===== src/rtl/stopwatch_core.sv =====
// Stopwatch timekeeping core: synchronizes the 1 Hz divider clock and two push-buttons,
// debounces the buttons, runs CLEARED/RUNNING/PAUSED control and keeps an MM:SS BCD count.
module stopwatch_core #(
  parameter int DEBOUNCE_CYCLES = 1_000_000
) (
  input  logic       clk_in,
  input  logic       reset,
  input  logic       sec_clk,
  input  logic       btn_start_stop,
  input  logic       btn_clear,
  output logic       stop,
  output logic       running,
  output logic [3:0] sec_ones,
  output logic [3:0] sec_tens,
  output logic [3:0] min_ones,
  output logic [3:0] min_tens,
  output logic       rollover,
  output logic [1:0] state_dbg_o
);

  localparam int CW = $clog2(DEBOUNCE_CYCLES + 1);
  localparam logic [CW-1:0] CNT_LAST = CW'(DEBOUNCE_CYCLES - 1);

  typedef enum logic [1:0] {
    ST_CLEARED = 2'd0,
    ST_RUNNING = 2'd1,
    ST_PAUSED  = 2'd2
  } state_e;

  state_e state_q, state_d;

  logic [1:0] sec_sync_q, ss_sync_q, clr_sync_q;
  logic       sec_dly_q;
  logic [1:0] sync_valid_q;
  logic       tick;

  // Button index 0 is start/stop, index 1 is clear.
  logic [1:0]         btn_sync;
  logic [1:0]         stable_q, stable_d;
  logic [1:0][CW-1:0] cnt_q, cnt_d;
  logic [1:0]         press_q, press_d;
  logic [1:0]         armed_q, armed_d;

  logic [3:0] sec_ones_q, sec_ones_d, sec_tens_q, sec_tens_d;
  logic [3:0] min_ones_q, min_ones_d, min_tens_q, min_tens_d;
  logic       rollover_q, rollover_d;
  logic       stop_q, running_q;
  logic       clear_digits;

  assign btn_sync = {clr_sync_q[1], ss_sync_q[1]};
  assign tick     = sec_sync_q[1] & ~sec_dly_q;

  // A button is armed only once it has been seen released after reset, so a
  // button held through reset release cannot produce a press.
  always_comb begin
    for (int b = 0; b < 2; b++) begin
      stable_d[b] = stable_q[b];
      cnt_d[b]    = '0;
      press_d[b]  = 1'b0;
      armed_d[b]  = armed_q[b] | (sync_valid_q[1] & ~btn_sync[b] & ~stable_q[b]);
      if (btn_sync[b] != stable_q[b]) begin
        if (cnt_q[b] == CNT_LAST) begin
          stable_d[b] = btn_sync[b];
          press_d[b]  = btn_sync[b] & armed_q[b];
        end else begin
          cnt_d[b] = cnt_q[b] + CW'(1);
        end
      end
    end
  end

  always_comb begin
    state_d      = state_q;
    clear_digits = 1'b0;
    case (state_q)
      ST_CLEARED: if (press_q[0]) state_d = ST_RUNNING;
      ST_RUNNING: if (press_q[0]) state_d = ST_PAUSED;
      ST_PAUSED: begin
        if (press_q[1]) begin
          state_d      = ST_CLEARED;
          clear_digits = 1'b1;
        end else if (press_q[0]) begin
          state_d = ST_RUNNING;
        end
      end
      default: state_d = ST_CLEARED;
    endcase
  end

  // Increment qualifies on the current state, so a tick coinciding with the
  // press that leaves RUNNING is still counted.
  always_comb begin
    sec_ones_d = sec_ones_q;
    sec_tens_d = sec_tens_q;
    min_ones_d = min_ones_q;
    min_tens_d = min_tens_q;
    rollover_d = 1'b0;
    if (clear_digits) begin
      sec_ones_d = 4'd0;
      sec_tens_d = 4'd0;
      min_ones_d = 4'd0;
      min_tens_d = 4'd0;
    end else if ((state_q == ST_RUNNING) && tick) begin
      if (sec_ones_q != 4'd9) begin
        sec_ones_d = sec_ones_q + 4'd1;
      end else begin
        sec_ones_d = 4'd0;
        if (sec_tens_q != 4'd5) begin
          sec_tens_d = sec_tens_q + 4'd1;
        end else begin
          sec_tens_d = 4'd0;
          if (min_ones_q != 4'd9) begin
            min_ones_d = min_ones_q + 4'd1;
          end else begin
            min_ones_d = 4'd0;
            if (min_tens_q != 4'd5) begin
              min_tens_d = min_tens_q + 4'd1;
            end else begin
              min_tens_d = 4'd0;
              rollover_d = 1'b1;
            end
          end
        end
      end
    end
  end

  always_ff @(posedge clk_in or posedge reset) begin
    if (reset) begin
      state_q      <= ST_CLEARED;
      sec_sync_q   <= '0;
      ss_sync_q    <= '0;
      clr_sync_q   <= '0;
      sec_dly_q    <= 1'b0;
      sync_valid_q <= '0;
      stable_q     <= '0;
      cnt_q        <= '0;
      press_q      <= '0;
      armed_q      <= '0;
      sec_ones_q   <= 4'd0;
      sec_tens_q   <= 4'd0;
      min_ones_q   <= 4'd0;
      min_tens_q   <= 4'd0;
      rollover_q   <= 1'b0;
      stop_q       <= 1'b1;
      running_q    <= 1'b0;
    end else begin
      state_q      <= state_d;
      sec_sync_q   <= {sec_sync_q[0], sec_clk};
      ss_sync_q    <= {ss_sync_q[0], btn_start_stop};
      clr_sync_q   <= {clr_sync_q[0], btn_clear};
      sec_dly_q    <= sec_sync_q[1];
      sync_valid_q <= {sync_valid_q[0], 1'b1};
      stable_q     <= stable_d;
      cnt_q        <= cnt_d;
      press_q      <= press_d;
      armed_q      <= armed_d;
      sec_ones_q   <= sec_ones_d;
      sec_tens_q   <= sec_tens_d;
      min_ones_q   <= min_ones_d;
      min_tens_q   <= min_tens_d;
      rollover_q   <= rollover_d;
      stop_q       <= (state_d != ST_RUNNING);
      running_q    <= (state_d == ST_RUNNING);
    end
  end

  assign stop        = stop_q;
  assign running     = running_q;
  assign sec_ones    = sec_ones_q;
  assign sec_tens    = sec_tens_q;
  assign min_ones    = min_ones_q;
  assign min_tens    = min_tens_q;
  assign rollover    = rollover_q;
  assign state_dbg_o = state_q;

endmodule


===== config.mk =====
export PLATFORM = sky130hd
export DESIGN_NAME = stopwatch_core
export DESIGN_NICKNAME = d
export VERILOG_FILES = /design/src/rtl/stopwatch_core.sv
export SDC_FILE = /design/constraint.sdc
export NUM_CORES = 1
export LEC_CHECK = 0
export ABC_CLOCK_PERIOD_IN_PS = 2100
export CAP_MARGIN = 20
export CORE_ASPECT_RATIO = 1.1
export CORE_UTILIZATION = 50
export CTS_BUF_LIST = sky130_fd_sc_hd__clkbuf_8
export CTS_CLUSTER_SIZE = 30
export DETAILED_ROUTE_END_ITERATION = 10
export PLACE_DENSITY = 0.78
export SLEW_MARGIN = 40
export SYNTH_ARGS = -nofsm -noshare
export SYNTH_HDL_FRONTEND = slang
export SYNTH_SLANG_ARGS = --single-unit

===== constraint.sdc =====
create_clock -name clk_in -period 2.1 [get_ports clk_in]
set_input_delay 0.21 -clock clk_in [delete_from_list [all_inputs] [get_ports clk_in]]
set_output_delay 0.21 -clock clk_in [all_outputs]
set_load 0.1 [all_outputs]

======== Word level (Yosys, flattened, before mapping) ========
Cells that the tools add are included.
W data, S select, Z words.
cells by class
  add/subtract/negate cells ............... 6
  multiply operators ...................... 0
  divide/modulo/power cells ............... 0
  order comparisons ....................... 0
  eq/ne operators ......................... 15
  shift-type cells ........................ 0
  muxes and demuxes ....................... 38
  bitwise gates (word level) .............. 14
  reductions and logical operators ........ 8
operators with widths
  kind                     number
  $mux W20                 4
  $mux W4                  18
  $add A20 B1 Y20 const B  2
  $eq A20 B20 Y1 const B   2
  $add A4 B1 Y4 const B    4
  $mux W1                  12
  $ne A4 B3 Y1 const B     2
  $ne A4 B4 Y1 const B     2
  $and A1 B1 Y1            7
  $mux W2                  3
  $ne A2 B2 Y1 const B     3
  $pmux W2 S3              1
  $reduce_and A2 Y1        3
  $not A1 Y1               5
  $eq A2 B1 Y1 const B     2
  $reduce_and A4 Y1        1
  $reduce_and A3 Y1        1
  $eq A2 B2 Y1 const B     1
  $logic_not A2 Y1         1
  $ne A1 B1 Y1             2
  $ne A2 B1 Y1 const B     1
  $or A1 B1 Y1             2
  $reduce_bool A2 Y1       1
  $logic_and A1 B1 Y1      1
storage, ports and cells
  register bits after elaboration ......... 76
  bits in latches ......................... 0
  RAM bits ................................ 0
  memory bits (read-only) ................. 0
  input bits .............................. 5
  output and inout port bits .............. 21
  memories kept ........................... 0

======== Logic depth before layout (Yosys ltp) ========
  depth in word-level cells ............... 7
  depth in mapped cells ................... 8
  mapped depth without buffers ............ 6

======== Least setup slack after synthesis ========
Ideal clock, no wire load.
  path type ............................... register -> register
  start point ............................. register sec_ones_q[0], in the netlist sec_ones[0]
  end point ............................... register min_tens_q[3], in the netlist min_tens[3]
  data arrival time ....................... 2.348 ns
  required time ........................... 1.973 ns
  slack ................................... -0.374 ns
  cell stages (with the launch flop) ...... 8
  path buffers ............................ 2
  period minus slack after synthesis ...... 2.474 ns
  cell sequence ........................... dfrtp_1 > ha_1 > and3b_1 > clkbuf_1 > and4_1 > clkbuf_1 > nand4_1 > mux2i_1
on the way
  cells in the longest elaborated chain, start to end .. 3
RTL lines
  what                                line  source
  start, declared                     44    logic [3:0] sec_ones_q, sec_ones_d, sec_tens_q, sec_tens_d;
  start signal, assigned              158   sec_ones_q <= sec_ones_d;
  $ne A4 B4 Y1                        104   if (sec_ones_q != 4'd9) begin
  $ne A2 B2 Y1 (no source line)       -
  $reduce_and A4 Y1 (no source line)  -
  end signal, assigned                161   min_tens_q <= min_tens_d;
  end, declared                       45    logic [3:0] min_ones_q, min_ones_d, min_tens_q, min_tens_d;
Every way passes these cells.
A chain may end at the register's enable or synchronous reset.

======== Final worst setup path ========
  start point ............................. register cnt_q[10] in the netlist's numbering
  end point ............................... register stable_q[0]
on the way
  cells in the longest elaborated chain, start to end .. 2
RTL lines
  what                                line  source
  start, declared                     40    logic [1:0][CW-1:0] cnt_q, cnt_d;
  start signal, assigned              155   cnt_q <= cnt_d;
  $eq A20 B20 Y1                      62    if (cnt_q[b] == CNT_LAST) begin
  $reduce_and A2 Y1 (no source line)  -
  end signal, assigned                154   stable_q <= stable_d;
  end, declared                       39    logic [1:0] stable_q, stable_d;
Every way passes these cells.

==> flow_summary_export.csv <==
group,metric,value,unit
global_routing,antenna_found_initial,0,
cells_and_area,finalNonFillerCells,487,
drt,drt_iter0_drc,199,
synth,avgSynthCellArea,10.1,sq um
drt,drtPass1Iterations,4,
drt,wirelength,6.92,mm
cells_and_area,fin_area,0.00422,sq mm
timing,hold_viol_final,0,
clocking,cts_max_level,3,
synth,synth_area_leader_cell,"dfrtp_1",
clocking,cts.sinks,76,
drt,num_vias,2749,
timing,whs,189,ps
global_routing,grt_use_total,19.8,%
worst_setup_path,cp-start-kind,"register",
clocking,cts_tree,"yes",
cells_and_area,nFillCells,588,
placed_design,place_area,0.00402,sq mm
timing,slew-limit-headroom,59.3,%
synth,syn_area,0.00368,sq mm
pwr,total_leakage_power,1.85,nW
synth,synth-main-ff-cell,"dfrtp_1",
clocking,cts_hold_buffers,0,
global_routing,grt_pass1_vias,2664,
clocking,clk_latency,340,ps
cells_and_area,antenna_cells,0,
synth,synth.most_common_cell,"dfrtp_1",
timing,tightest_slew,605,ps
placed_design,dp.cells,471,
timing,maxSlewViolCount,0,
drt,vias_per_cell,5.64,
synth,synth_common_cells,"dfrtp_1 (75), nor2_1 (43), nand3_1 (24)",
timing,finalCriticalPeriod,1910,ps
clocking,path_clk_slew,80,ps
synth,synth_nets,378,
worst_setup_path,cp.arrival,2150,ps
placed_design,io_buffer_count,25,
floorplanning,rows,32,
synth,synth_top_area_share,51.0,%
timing,fmax,523,MHz
cells_and_area,drive_above_1_share,17.9,%
floorplanning,initial_utilization,52.2,%
worst_hold_path,hp-class,"input port to async pin",
synth,synth_area_leaders,"dfrtp_1 (51%), nor2_1 (4.4%), ha_1 (3.4%)",
worst_setup_path,criticalPathCategory,"register to register",
timing,fin_worst_skew,5.88,ps
synth,synth_edf_count,0,
synth,netlist_instances,363,
worst_setup_path,crit_path_max_fanout,3,
floorplanning,dieHeight,92.0,um
cells_and_area,final_nets,412,
timing,setup_viol,0,
worst_setup_path,critPathCaptureType,"register",
synth,yosysSeqAreaShare,51.7,%
floorplanning,core-area,0.00705,sq mm
job,cap_violations,0,
drt,drc,0,
timing,period_share,91.1,%
global_routing,overflow,0,
synth,yosys_warnings,0,
global_routing,grt_pass1_wl,12.2,mm
clocking,clk_path_buf_depth,2,
floorplanning,die_area,0.00770,sq mm
run_status,status,"complete, no violations",
pwr,power_density,640,mW/mm^2
synth,ys_seq_elements,76,
synth,async_flop_share,100,%
clocking,cts_buffers,9,
clocking,cts_resized,0,
cells_and_area,fin_util,59.9,%
pwr,irDropWorstVdd,0.515,mV
drt,ant_nets,0,
synth,synth.distinct_cells,51,
drt,wire_per_inst,14.2,um
placed_design,globalplace.congestion,0.847,
global_routing,grt_start_max_net_pins,23,
cells_and_area,area_growth,14.8,%
floorplanning,io_pins,26,
placed_design,hpwl,4.90,mm
worst_setup_path,crit_required,2330,ps
floorplanning,die_x,83.8,um
clocking,clock-root-buffer,"clkbuf_8",
clocking,post_cts_buffers,0,
timing,rsz0062_at_grt,"false",
[final cells by class]
class,count,area [sq um],area share (%)
Tap cell,85,106,2.52
Clock buffer,11,151,3.59
Sequential cell,76,1920,45.4
Clock inverter,5,51.3,1.21
Multi-Input combinational cell,263,1670,39.6
Inverter,11,45.0,1.07
Timing Repair Buffer,36,280,6.64
[report_power, final]
part	leakage [nW]	internal (mW)	switching, mW
clock network	0.107	0.605	0.514
logic	0.738	0.0278	0.0527
registers	1.01	1.48	0.0205
total	1.85	2.11	0.587
[worst max-delay path, stage by stage (launching register included)]
cell and delay [ps]:
dfrtp_1 420, or4_2 660, nor4_1 270, nand2_1 160
mux2_2 290
[per-stage QoR]
step / total power [mW] / TNS (ps) / setup slack [ps]
after detailed placement: 1.61 / 0 / 195
after CTS: 2.73 / 0 / 197
after floorplan: 1.58 / -26.3 / -26.3
after global routing: 2.81 / 0 / 61.3
final: 2.70 / 0 / 188
after global placement: 1.61 / 0 / 210
[layout by cell type (no fill, tap or decap), types with 4 or more instances in the layout]
cell,instances
clkdlybuf4s50_1,4
and3_1,5
and3b_1,5
or3_1,11
or4_1,5
mux2i_1,4
xor2_1,14
and4_1,4
nor2_1,43
nand4_1,12
nor4_1,7
nand2_1,23
dfrtp_2,9
xnor2_1,12
nand3_1,24
clkbuf_8,11
ha_1,10
inv_1,11
buf_4,32
dfrtp_1,65
nand3b_1,4
o31ai_1,7
nor3_1,8
o21ai_0,11
a21oi_1,19
[layer usage]
layer / routed length [um] / global-route usage [%] / vias to the layer above
met5: 0 / 0 / -
met4: 178 / 9.46 / 0
met3: 227 / 3.60 / 17
met2: 3340 / 33.0 / 56
met1: 3170 / 24.9 / 1312
li1: - / - / 1364
[flip-flops by register name, indices dropped and copies added (netlist names), 2 cells and up]
signal        cells
sec_tens          4
sync_valid_q      2
clr_sync_q        2
press_q           2
sec_sync_q        2
state_dbg_o       2
ss_sync_q         2
min_ones          4
armed_q           2
cnt_q            40
sec_ones          4
min_tens          4
stable_q          2
[kinds of logic (layout without fill, tap and decap cells)]
group | Yosys count | in the layout | synth area share [%]
AND/OR/NAND/NOR | 170 | 170 | 25.5
flip-flops | 76 | 76 | 51.7
AO/OA/AOI/OAI | 50 | 50 | 8.47
XOR/XNOR | 26 | 26 | 6.19
buffers and inverters | 24 | 63 | 2.86
adder cells (fa/ha/maj) | 10 | 10 | 3.40
multiplexers | 6 | 6 | 1.70
other | 1 | 1 | 0.102
[path summary, 6_finish.rpt]
path / startpoint / to / slack, ps / cells after the start
worst max-delay path: cnt_q[10] / stable_q[0] / 190 / 4
worst min-delay path: reset / cnt_q[6] / 190 / 2
worst max register to register: cnt_q[10] / stable_q[0] / 190 / 4
worst min register to register: ss_sync_q[0] / ss_sync_q[1] / 350 / 0
max in group asynchronous: reset / stop / 1270 / 3
min in group clk_in: btn_start_stop / ss_sync_q[0] / 300 / 1
No activity file was read; power rests on OpenSTA's default activity.
